## src/rtl/env_write_arbiter_pkg.sv

```systemverilog
// ---------------------------------------------------------------------------
// env_write_arbiter_pkg
// Shared types and widths for the environment-grid write arbiter.
//   env_wr_t    : one write request payload (x, y, signal, sugar)
//   arb_state_t : arbiter phase (setup client only, ant round-robin, paused)
// ---------------------------------------------------------------------------
package env_write_arbiter_pkg;

  localparam int ARB_NUM_REQ  = 8;
  localparam int ARB_X_BITS   = 8;
  localparam int ARB_Y_BITS   = 7;
  localparam int ARB_SIG_BITS = 4;

  typedef struct packed {
    logic [ARB_X_BITS-1:0]   x;
    logic [ARB_Y_BITS-1:0]   y;
    logic [ARB_SIG_BITS-1:0] signal;
    logic                    sugar;
  } env_wr_t;

  typedef enum logic [1:0] {
    ARB_SETUP  = 2'd0,
    ARB_RUN    = 2'd1,
    ARB_PAUSED = 2'd2
  } arb_state_t;

endpackage

```

## src/rtl/env_write_arbiter_rr_pick.sv

```systemverilog
// ---------------------------------------------------------------------------
// env_write_arbiter_rr_pick
// Combinational rotating priority encoder: the first set bit of i_req found
// when scanning upward from i_ptr (wrapping) wins.
//   i_req   : request vector
//   i_ptr   : index with highest priority
//   o_gnt   : one-hot winner (all zero when nothing requests)
//   o_valid : any request present
//   o_idx   : binary index of the winner
// ---------------------------------------------------------------------------
module env_write_arbiter_rr_pick #(
  parameter int NUM_REQ  = 8,
  parameter int PTR_BITS = 3
) (
  input  logic [NUM_REQ-1:0]  i_req,
  input  logic [PTR_BITS-1:0] i_ptr,
  output logic [NUM_REQ-1:0]  o_gnt,
  output logic                o_valid,
  output logic [PTR_BITS-1:0] o_idx
);

  localparam logic [PTR_BITS:0] LP_N = (PTR_BITS+1)'(NUM_REQ);

  // Scan from the pointer and latch the first requester found.
  always_comb begin
    logic [PTR_BITS:0] v_sum;
    o_gnt   = '0;
    o_valid = 1'b0;
    o_idx   = '0;
    v_sum   = '0;
    for (int k = 0; k < NUM_REQ; k++) begin
      v_sum = {1'b0, i_ptr} + (PTR_BITS+1)'(k);
      if (v_sum >= LP_N) begin
        v_sum = v_sum - LP_N;
      end else begin
        v_sum = v_sum;
      end
      if (!o_valid && i_req[v_sum[PTR_BITS-1:0]]) begin
        o_valid                        = 1'b1;
        o_idx                          = v_sum[PTR_BITS-1:0];
        o_gnt[v_sum[PTR_BITS-1:0]]     = 1'b1;
      end else begin
        o_valid = o_valid;
      end
    end
  end

endmodule

```

## src/rtl/env_write_arbiter.sv

```systemverilog
// ---------------------------------------------------------------------------
// env_write_arbiter
// Shares the environment grid's single write port between the setup client
// and NUM_REQ ants. Setup client only in setup phase; ants round-robin in run
// phase; PAUSE freezes ant writes with a pause_ack handshake. All outputs are
// registered: requests seen at edge k produce gnt + write in cycle k+1.
//   Clk, RESET_SIM_N        : clock, async active-low reset
//   SETUP_PHASE, PAUSE      : phase select, pause request
//   pause_ack               : high while paused
//   setup_req/wr/gnt        : setup client handshake and payload
//   ant_req/wr/gnt          : per-ant handshake and payload
//   wr_en, wr_x, wr_y,
//   wr_signal, wr_sugar     : environment write port (data holds when idle)
//   grant_count             : saturating count of ant grants
// ---------------------------------------------------------------------------
module env_write_arbiter
  import env_write_arbiter_pkg::*;
#(
  parameter int NUM_REQ = ARB_NUM_REQ
) (
  input  logic                    Clk,
  input  logic                    RESET_SIM_N,
  input  logic                    SETUP_PHASE,
  input  logic                    PAUSE,
  output logic                    pause_ack,
  input  logic                    setup_req,
  input  env_wr_t                 setup_wr,
  output logic                    setup_gnt,
  input  logic [NUM_REQ-1:0]      ant_req,
  input  env_wr_t [NUM_REQ-1:0]   ant_wr,
  output logic [NUM_REQ-1:0]      ant_gnt,
  output logic                    wr_en,
  output logic [ARB_X_BITS-1:0]   wr_x,
  output logic [ARB_Y_BITS-1:0]   wr_y,
  output logic [ARB_SIG_BITS-1:0] wr_signal,
  output logic                    wr_sugar,
  output logic [15:0]             grant_count
);

  localparam int PTR_BITS = (NUM_REQ > 1) ? $clog2(NUM_REQ) : 1;
  localparam logic [PTR_BITS-1:0] LP_LAST = PTR_BITS'(NUM_REQ - 1);

  arb_state_t            r_state;
  arb_state_t            w_next_state;
  logic [PTR_BITS-1:0]   r_rr_ptr;
  logic [PTR_BITS-1:0]   w_next_ptr;
  logic                  r_setup_gnt;
  logic [NUM_REQ-1:0]    r_ant_gnt;
  logic                  r_wr_en;
  env_wr_t               r_wr;
  logic                  r_pause_ack;
  logic [15:0]           r_grant_count;

  logic [NUM_REQ-1:0]    w_elig;
  logic [NUM_REQ-1:0]    w_pick_gnt;
  logic                  w_pick_valid;
  logic [PTR_BITS-1:0]   w_pick_idx;
  logic                  w_do_setup;
  logic                  w_do_ant;
  env_wr_t               w_sel;

  // A client granted this cycle sits out the next arbitration.
  assign w_elig = ant_req & ~r_ant_gnt;

  env_write_arbiter_rr_pick #(
    .NUM_REQ  (NUM_REQ),
    .PTR_BITS (PTR_BITS)
  ) u_pick (
    .i_req   (w_elig),
    .i_ptr   (r_rr_ptr),
    .o_gnt   (w_pick_gnt),
    .o_valid (w_pick_valid),
    .o_idx   (w_pick_idx)
  );

  // Phase transitions and grant decision. A grant is only issued on an edge
  // where the arbiter stays in its serving state, so leaving SETUP or RUN
  // never completes a write on the same edge.
  always_comb begin
    w_next_state = r_state;
    w_do_setup   = 1'b0;
    w_do_ant     = 1'b0;
    case (r_state)
      ARB_SETUP: begin
        w_do_setup = SETUP_PHASE & setup_req & ~r_setup_gnt;
        if (!SETUP_PHASE) begin
          w_next_state = ARB_RUN;
        end else begin
          w_next_state = ARB_SETUP;
        end
      end
      ARB_RUN: begin
        w_do_ant = ~SETUP_PHASE & ~PAUSE & w_pick_valid;
        if (SETUP_PHASE) begin
          w_next_state = ARB_SETUP;
        end else if (PAUSE) begin
          w_next_state = ARB_PAUSED;
        end else begin
          w_next_state = ARB_RUN;
        end
      end
      ARB_PAUSED: begin
        if (SETUP_PHASE) begin
          w_next_state = ARB_SETUP;
        end else if (!PAUSE) begin
          w_next_state = ARB_RUN;
        end else begin
          w_next_state = ARB_PAUSED;
        end
      end
      default: begin
        w_next_state = ARB_SETUP;
      end
    endcase
  end

  // Round-robin pointer: restart at 0 on entry to run, advance past a winner.
  always_comb begin
    w_next_ptr = r_rr_ptr;
    if (r_state == ARB_SETUP && w_next_state == ARB_RUN) begin
      w_next_ptr = '0;
    end else if (w_do_ant) begin
      if (w_pick_idx == LP_LAST) begin
        w_next_ptr = '0;
      end else begin
        w_next_ptr = w_pick_idx + PTR_BITS'(1);
      end
    end else begin
      w_next_ptr = r_rr_ptr;
    end
  end

  // Payload of whichever client wins this edge.
  always_comb begin
    if (w_do_setup) begin
      w_sel = setup_wr;
    end else begin
      w_sel = ant_wr[w_pick_idx];
    end
  end

  // State, grants, write port and debug counter.
  always_ff @(posedge Clk or negedge RESET_SIM_N) begin
    if (!RESET_SIM_N) begin
      r_state       <= ARB_SETUP;
      r_rr_ptr      <= '0;
      r_setup_gnt   <= 1'b0;
      r_ant_gnt     <= '0;
      r_wr_en       <= 1'b0;
      r_wr          <= '0;
      r_pause_ack   <= 1'b0;
      r_grant_count <= 16'd0;
    end else begin
      r_state     <= w_next_state;
      r_rr_ptr    <= w_next_ptr;
      r_setup_gnt <= w_do_setup;
      r_ant_gnt   <= w_do_ant ? w_pick_gnt : '0;
      r_wr_en     <= w_do_setup | w_do_ant;
      r_pause_ack <= (w_next_state == ARB_PAUSED);
      if (w_do_setup || w_do_ant) begin
        r_wr <= w_sel;
      end else begin
        r_wr <= r_wr;
      end
      if (w_do_ant && (r_grant_count != 16'hFFFF)) begin
        r_grant_count <= r_grant_count + 16'd1;
      end else begin
        r_grant_count <= r_grant_count;
      end
    end
  end

  assign pause_ack   = r_pause_ack;
  assign setup_gnt   = r_setup_gnt;
  assign ant_gnt     = r_ant_gnt;
  assign wr_en       = r_wr_en;
  assign wr_x        = r_wr.x;
  assign wr_y        = r_wr.y;
  assign wr_signal   = r_wr.signal;
  assign wr_sugar    = r_wr.sugar;
  assign grant_count = r_grant_count;

endmodule

```

## config.mk

```make
export PLATFORM = sky130hd
export DESIGN_NAME = env_write_arbiter
export DESIGN_NICKNAME = d
export VERILOG_FILES = /design/src/rtl/env_write_arbiter_pkg.sv /design/src/rtl/env_write_arbiter_rr_pick.sv /design/src/rtl/env_write_arbiter.sv
export SDC_FILE = /design/constraint.sdc
export NUM_CORES = 1
export LEC_CHECK = 0
export CAP_MARGIN = 20
export CORE_MARGIN = 10
export CORE_UTILIZATION = 42
export CTS_CLUSTER_DIAMETER = 30
export CTS_CLUSTER_SIZE = 14
export DETAILED_ROUTE_END_ITERATION = 7
export PLACE_DENSITY = 0.84
export SLEW_MARGIN = 10
export SYNTH_ARGS = -nofsm -noshare
export SYNTH_HDL_FRONTEND = slang
export SYNTH_SLANG_ARGS = --single-unit
export TNS_END_PERCENT = 50
```

## constraint.sdc

```tcl
create_clock -name Clk -period 4.5 [get_ports Clk]
set_clock_uncertainty 0.05 [all_clocks]
set_input_delay 1.35 -clock Clk [delete_from_list [all_inputs] [get_ports Clk]]
set_output_delay 1.35 -clock Clk [all_outputs]
set_load 0.05 [all_outputs]
```

# Word-level counts from Yosys, hierarchy flattened
# Index checks and enable logic that the tools add are counted.
# Widths: inputs -> output; s select.
[op_classes]
n_reduce_logical = 28
n_lt_le_gt_ge = 25
bitwise = 17
add_sub_neg = 17
n_eq_ne = 6
mux = 77
[op_table]
columns = ["operator", "count"]
rows = [
  ["$mux 8", 9],
  ["$bmux 20 s3", 1],
  ["$mux 3", 19],
  ["$or 8x8->8", 7],
  ["$mux 20", 2],
  ["$lt 3x4->1 const B", 9],
  ["$ge 4x4->1 const B", 7],
  ["$mux 1", 27],
  ["$bmux 1 s3", 8],
  ["$demux 1 s3", 8],
  ["$ge 3x1->1 const B", 8],
  ["$sub 3x1->3 const B", 8],
  ["$logic_and 1x1->1", 17],
  ["$add 16x1->16 const B", 1],
  ["$add 3x3->4 const B", 4],
  ["$ne 16x16->1 const B", 1],
  ["$add 3x2->4 const B", 2],
  ["$and 8x8->8", 1],
  ["$not 8->8", 1],
  ["$logic_not 1->1", 7],
  ["$add 3x1->4 const B", 1],
  ["$and 1x1->1", 4],
  ["$eq 2x1->1 const B", 2],
  ["$eq 2x2->1 const B", 2],
  ["other kinds (11)", 14],
]
[word_totals]
output_inout_bits = 47
regBits = 52
word_cells = 181
in_bits = 193

# Longest topological paths before layout
[logic_depth]
word_depth = 30
depth_mapped = 19
depth_no_buf = 15

# Hierarchy
# From an unflattened synthesis, not the netlist that was laid out.
[hier_totals]
hier_cells = 437
area_unflattened_um2 = 4734.5
[modules_own_cells]
columns = ["module", "cells_each", "n_inst", "seq_area_each_um2", "area_per_inst_um2"]
rows = [
  ["env_write_arbiter", 298, 1, 1301.2, 3462.1],
  ["env_write_arbiter_rr_pick", 139, 1, 0.0, 1272.5],
]

# Least setup slack after synthesis
# Ideal clock, no wire load.
[synth_timing]
kind = "input to register"
start = "in ant_req[7]"
end = "reg r_rr_ptr[2]"
path_slack_ps = 355
arrival_ps = 3964
required_ps = 4319
setup_ps = 131
cell_stages = 13
path_buffers = 2
path_cell_list = "nor2b_1 -> mux2_4 -> mux4_2 -> nor4_4 -> o32ai_1 -> or2_1 -> buf_4 -> inv_2 -> buf_2 -> ha_1 -> ha_1 -> mux2i_1 -> nor2_1"
[synth_via]
elab_chain_len = 29
elab_cells_between_ends = 55
cone_classes = "1 x add/sub; 1 x eq/ne; 36 x mux; 2 x bitwise; 15 x reduce/logical"
[synth_lines]
columns = ["item", "line", "source"]
rows = [
  ["start: declaration", "env_write_arbiter.sv:29", "input logic [NUM_REQ-1:0] ant_req,"],
  ["$and 8x8->8 *", "env_write_arbiter.sv:63", "assign w_elig = ant_req & ~r_ant_gnt;"],
  ["$bmux 1 s3", "env_write_arbiter_rr_pick.sv:38", "if (!o_valid && i_req[v_sum[PTR_BITS-1:0]]) begin"],
  ["$mux 1 (implied by the code)", "env_write_arbiter_rr_pick.sv:38", ""],
  ["$mux 1", "env_write_arbiter_rr_pick.sv:38", ""],
  ["$logic_not 1->1", "env_write_arbiter_rr_pick.sv:38", ""],
  ["$logic_and 1x1->1", "env_write_arbiter_rr_pick.sv:38", ""],
  ["$mux 1", "env_write_arbiter_rr_pick.sv:38", ""],
  ["$logic_not 1->1", "env_write_arbiter_rr_pick.sv:38", ""],
  ["[... 13 more ...]", "--", ""],
  ["$mux 1", "env_write_arbiter_rr_pick.sv:38", ""],
  ["$logic_not 1->1", "env_write_arbiter_rr_pick.sv:38", ""],
  ["$logic_and 1x1->1", "env_write_arbiter_rr_pick.sv:38", ""],
  ["$mux 3", "env_write_arbiter_rr_pick.sv:38", ""],
  ["$add 3x1->3 / $eq 3x3->1 (equally long branches)", "env_write_arbiter.sv:126, env_write_arbiter.sv:123", ""],
  ["$mux 3", "env_write_arbiter.sv:123", "if (w_pick_idx == LP_LAST) begin"],
  ["$mux 3", "env_write_arbiter.sv:122", "end else if (w_do_ant) begin"],
  ["$mux 3", "env_write_arbiter.sv:120", "if (r_state == ARB_SETUP && w_next_state == ARB_RUN) begin"],
  ["end signal: assignment", "env_write_arbiter.sv:155", "r_rr_ptr <= w_next_ptr;"],
  ["end: declaration", "env_write_arbiter.sv:45", "logic [PTR_BITS-1:0] r_rr_ptr;"],
]
# Every way passes the cells marked *; elsewhere a longest branch is shown, timed or not. The select of a mux whose other input is x is not followed.
# A chain may end at the register's enable or synchronous reset.

# Final worst setup path
[layout_timing]
start = "in ant_req[7]"
end = "reg r_wr, in the netlist wr_x[7]"
[layout_via]
elab_chain_len = 28
elab_cells_between_ends = 53
cone_classes = "36 x mux; 2 x bitwise; 15 x reduce/logical"
[layout_lines]
columns = ["item", "line", "source"]
rows = [
  ["$and 8x8->8 *", "env_write_arbiter.sv:63", ""],
  ["$bmux 1 s3", "env_write_arbiter_rr_pick.sv:38", ""],
  ["$mux 1 (implied by the code)", "env_write_arbiter_rr_pick.sv:38", ""],
  ["$mux 1", "env_write_arbiter_rr_pick.sv:38", ""],
  ["$logic_not 1->1", "env_write_arbiter_rr_pick.sv:38", ""],
  ["$logic_and 1x1->1", "env_write_arbiter_rr_pick.sv:38", ""],
  ["$mux 1", "env_write_arbiter_rr_pick.sv:38", ""],
  ["$logic_not 1->1", "env_write_arbiter_rr_pick.sv:38", ""],
  ["[... 12 more ...]", "--", ""],
  ["$logic_and 1x1->1", "env_write_arbiter_rr_pick.sv:38", ""],
  ["$mux 1", "env_write_arbiter_rr_pick.sv:38", ""],
  ["$logic_not 1->1", "env_write_arbiter_rr_pick.sv:38", ""],
  ["$logic_and 1x1->1", "env_write_arbiter_rr_pick.sv:38", ""],
  ["$mux 3 / $mux 1 (equally long branches)", "env_write_arbiter_rr_pick.sv:38", ""],
  ["$bmux 20 s3 / $and 1x1->1 (equally long branches)", "env_write_arbiter.sv:138, env_write_arbiter.sv:93", ""],
  ["$mux 20 (implied by the code) / $mux 1 (equally long branches)", "env_write_arbiter.sv:138, env_write_arbiter.sv:83", ""],
  ["$mux 20 / $logic_or 1x1->1 (equally long branches)", "env_write_arbiter.sv:135, env_write_arbiter.sv:160", ""],
  ["end signal: assignment", "env_write_arbiter.sv:161", "r_wr <= w_sel;"],
  ["end signal: assignment", "env_write_arbiter.sv:163", "r_wr <= r_wr;"],
  ["end: declaration", "env_write_arbiter.sv:50", "env_wr_t r_wr;"],
]
# Marks and branches as above.

==> summary.md <==
| Metric | Value |
|---|---|
| Mean post-synth cell area | 8.35 um^2 |
| Mapped Cells | 583 |
| Via/cell ratio | 5.81 |
| Total GRT Usage | 24.6% |
| Cell family with most CP delay | compound AO/OA/AOI/OAI gates |
| Adder-Cell Fraction of Synth Area | 3.08% |
| Clk slew on worst S/H paths | 70 ps |
| Switch Pwr | 0.00302 W |
| Seq pwr share | 11.5% |
| Core ar. | 11400 um^2 |
| Critical path's largest stage delay | 640 ps |
| Top Ports | 240 |
| Sequential area share after synthesis | 26.7% |
| Nets | 1075 |
| Yosys reg bits | 52 |
| CTS H-tree depth | 2 |
| Final HPWL DP | 17400 um |
| Leading post-synthesis cells by cell area | dfrtp_1 (27%), mux2i_1 (13%), nand2_1 (8.4%), mux4_2 (6.5%), nor2_1 (5.2%) |
| ANT cells | 0 |
| Initial antenna violation count | 0 |
| Crit path top cell by count | buf_12 |
| Buf+Inv Stages, Crit Path | 3 |
| Fin. max-slew vios | 0 |
| Synthesis-to-layout area growth | 70.3% |
| Vias in the first global route | 5997 |
| Status | completed |
| DRT Pass-1 Iters | 7 |
| Worst skew pair latency | 300 ps |
| Post-synthesis xor/xnor area fraction | 3.57% |
| Die Y | 128 um |
| Met2 Usage GRT | 43.5% |
| CP max-delay cell | o311ai_4 |
| Compound-cell area share of the yosys netlist | 17.6% |
| Initial drt markers | 578 |
| Hold WS | 455 ps |
| Switching part of the total | 49.5% |
| Clock power share | 6.6% |
| Asr flop ratio synth | 100% |
| Pwr dens | 735 nW/um^2 |
| Initial Utilization | 42.8% |
| RD Place Congestion | 1.00 |
| Drt drc | 0 |
| Synth top area share | 26.7% |
| CTS Buf Count | 5 |
| EDFF count, synth | 0 |
| First-pass GRT wire length | 32400 um |
| Setup tns final | 0 ps |
| Finished Cell Area | 8300 um^2 |
| Slew HR | 48.3% |
| Comb power frac | 81.9% |
| Synth area leader | dfrtp_1 |
| Syn_nets | 788 |
| Leak Pwr | 3.60 nW |
| Most crowded layer after global routing | met2 |
| Final setup fails | 0 |
| Worst IR drop on VDD | 478 uV |
| Data required, critical path | 4630 ps |
| Post-Syn Area | 4870 um^2 |
| Post-synthesis mux area share | 20.8% |
| Internal cell power | 0.00308 W |
| WL/cell | 21.7 um |
| TritonCTS clock tree | built |
| Num rows | 39 |
| Largest family of logic cells by synthesized area | simple AND/OR/NAND/NOR gates |
| Total grt overflow | 0 |
| Number of clock sinks | 52 |
| Post-synthesis simple-gate area fraction | 22.1% |
| Syn. warnings | 0 |
| Minimum clock period | 4270 ps |
| Max Fanout on Critical Path | 8 |
| Worst min path class | reg2reg |
| Arr. time, crit path | 4400 ps |
| Bufs on Longest Clock Path | 2 |
| Maxcap violations | 0 |
| Startpoint Class | input pin |
| Root Driver | clkbuf_16 |
| Netlist cell types | 61 |
| GR Util met1 | 28.1% |
| Fin. Hold Viols | 0 |
| Max frequency | 234 MHz |
| RSZ-0062 raised after global routing | no |
| Pin count of the biggest net entering global routing | 40 |
| Input/output buffers | 239 |
| Critical path capture point type | flip-flop |
| Worst Setup Path Type | in2reg |
| Global routing usage on met3 | 6.87% |
| Via count | 5896 |
| Routed wire length | 22000 um |
| Area after DPL | 7810 um^2 |
| Fin crit share | 94.9% |
| Worst-margin pin slew | 776 ps |
| Primary FF master, synth | dfrtp_1 |
| Die width | 128 um |
| CP Cell Sequence | dlymetal6s2s_1 -> nor2b_4 -> mux2_4 -> mux4_2 -> or3_4 -> o311ai_4 -> buf_12 -> buf_12 -> mux2i_1 -> o22ai_1 -> a311o_1 |
| Post-CTS Hold Buffers | 0 |
| Fraction of layout cells with a size suffix above 1 | 16.3% |
| Full die area | 16300 um^2 |
| Post-DRT Antenna Nets | 0 |
## per-layer routing
layer	part of all wire (%)	vias up	wire length, um
met5	0	-	0
met3	9.8	44	2150
met2	51	328	11200
li1	-	2704	-
met4	3.1	0	684
met1	36	2820	7970
## Yosys cell counts (3+ instances only)
cell and count:
nand2_1 109, nor2_1 67, mux2i_1 61, dfrtp_1 52, a21oi_1 46, nand3_1 25, o22ai_1 23, a311o_1 20
buf_2 16, mux4_2 14, ha_1 12, xnor2_1 12, nor3_1 9, buf_4 8, clkbuf_1 8, nor2b_1 8
buf_6 7, inv_1 7, nand2b_1 6, xor2_1 6, mux2_2 5, o21ai_0 5, a211oi_1 4, nand4_1 4
a222oi_1 3, inv_2 3
## state kept, by name (all words and copies together), names as in the netlist
signal       flops
ant_gnt          8
grant_count     16
pause_ack        1
r_rr_ptr         3
r_state          2
setup_gnt        1
wr_en            1
wr_signal        4
wr_sugar         1
wr_x             8
wr_y             7
## final cells by class
| class | count | area, um^2 |
|---|---|---|
| well taps | 143 | 179 |
| multi-input cells | 480 | 3460 |
| clock buffers | 5 | 125 |
| flip-flops and latches | 52 | 1300 |
| fillers | 867 | 3070 |
| inverters | 11 | 46.3 |
| clock inverters | 3 | 27.5 |
| repair buffers | 320 | 3160 |
## power groups by stage
stage               Clock (W)  Sequential [W]  Combinational [W]
detailed placement          0        0.000700            0.00450
global placement            0        0.000692            0.00442
floorplan                   0         0.00110            0.00255
global route         0.000428        0.000713            0.00528
CTS                  0.000408        0.000693            0.00453
finish               0.000404        0.000699            0.00500
## metrics by stage
stage	util (%)	worst slack, ps	power (W)	cells
finish	73.0	231	0.00610	1014
global route	73.0	128	0.00642	1014
detailed placement	68.7	-340	0.00520	994
floorplan	-	355	0.00365	583
global placement	68.7	-291	0.00511	994
CTS	70.1	18.2	0.00563	1002
## cell families (layout without fill, tap and decap cells)
group	after synthesis	after routing
adders and majority gates	12	12
muxes	82	82
AOI/OAI and AO/OA	124	124
DFF	52	52
buffers and inverters	51	339
and+or+nand+nor	243	243
xor gates and xnor gates	19	19
## cell usage in the layout (no fill, tap or decap), types with 3 or more instances in the layout
master and n:
a211oi_1 4, a21oi_1 46, a222oi_1 3, a311o_1 20, buf_12 7, buf_4 71
clkbuf_16 8, clkdlybuf4s50_1 230, dfrtp_1 52, dlymetal6s2s_1 8, ha_1 12, inv_1 7
mux2_2 5, mux2i_1 53, mux2i_4 6, mux4_2 14, nand2_1 108, nand2b_1 6
nand3_1 25, nand4_1 4, nor2_1 66, nor2b_4 8, nor3_1 9, o21ai_0 5
o22ai_1 22, xnor2_1 12, xor2_1 6
## final timing paths
kind | start | end | slack (ps) | depth (start not counted)
setup / recovery | ant_req[7] | wr_x[7] | 230 | 11
hold / removal | grant_count[15] | grant_count[15] | 450 | 1
setup reg to reg | r_rr_ptr[1] | wr_x[7] | 470 | 12
hold reg to reg | grant_count[15] | grant_count[15] | 450 | 1
max in group asynchronous | RESET_SIM_N | wr_y[0] | 2570 | 2
min in group asynchronous | RESET_SIM_N | grant_count[7] | 1060 | 1
## timing repair
action / CTS / global route
resized for setup: 2 / 42
pin swaps: 0 / 5
gates cloned: 0 / 3
endpoints found under the setup margin: 1 / 27
setup buffers: 0 / 9
Note: power is estimated with default switching activity, not from simulation.
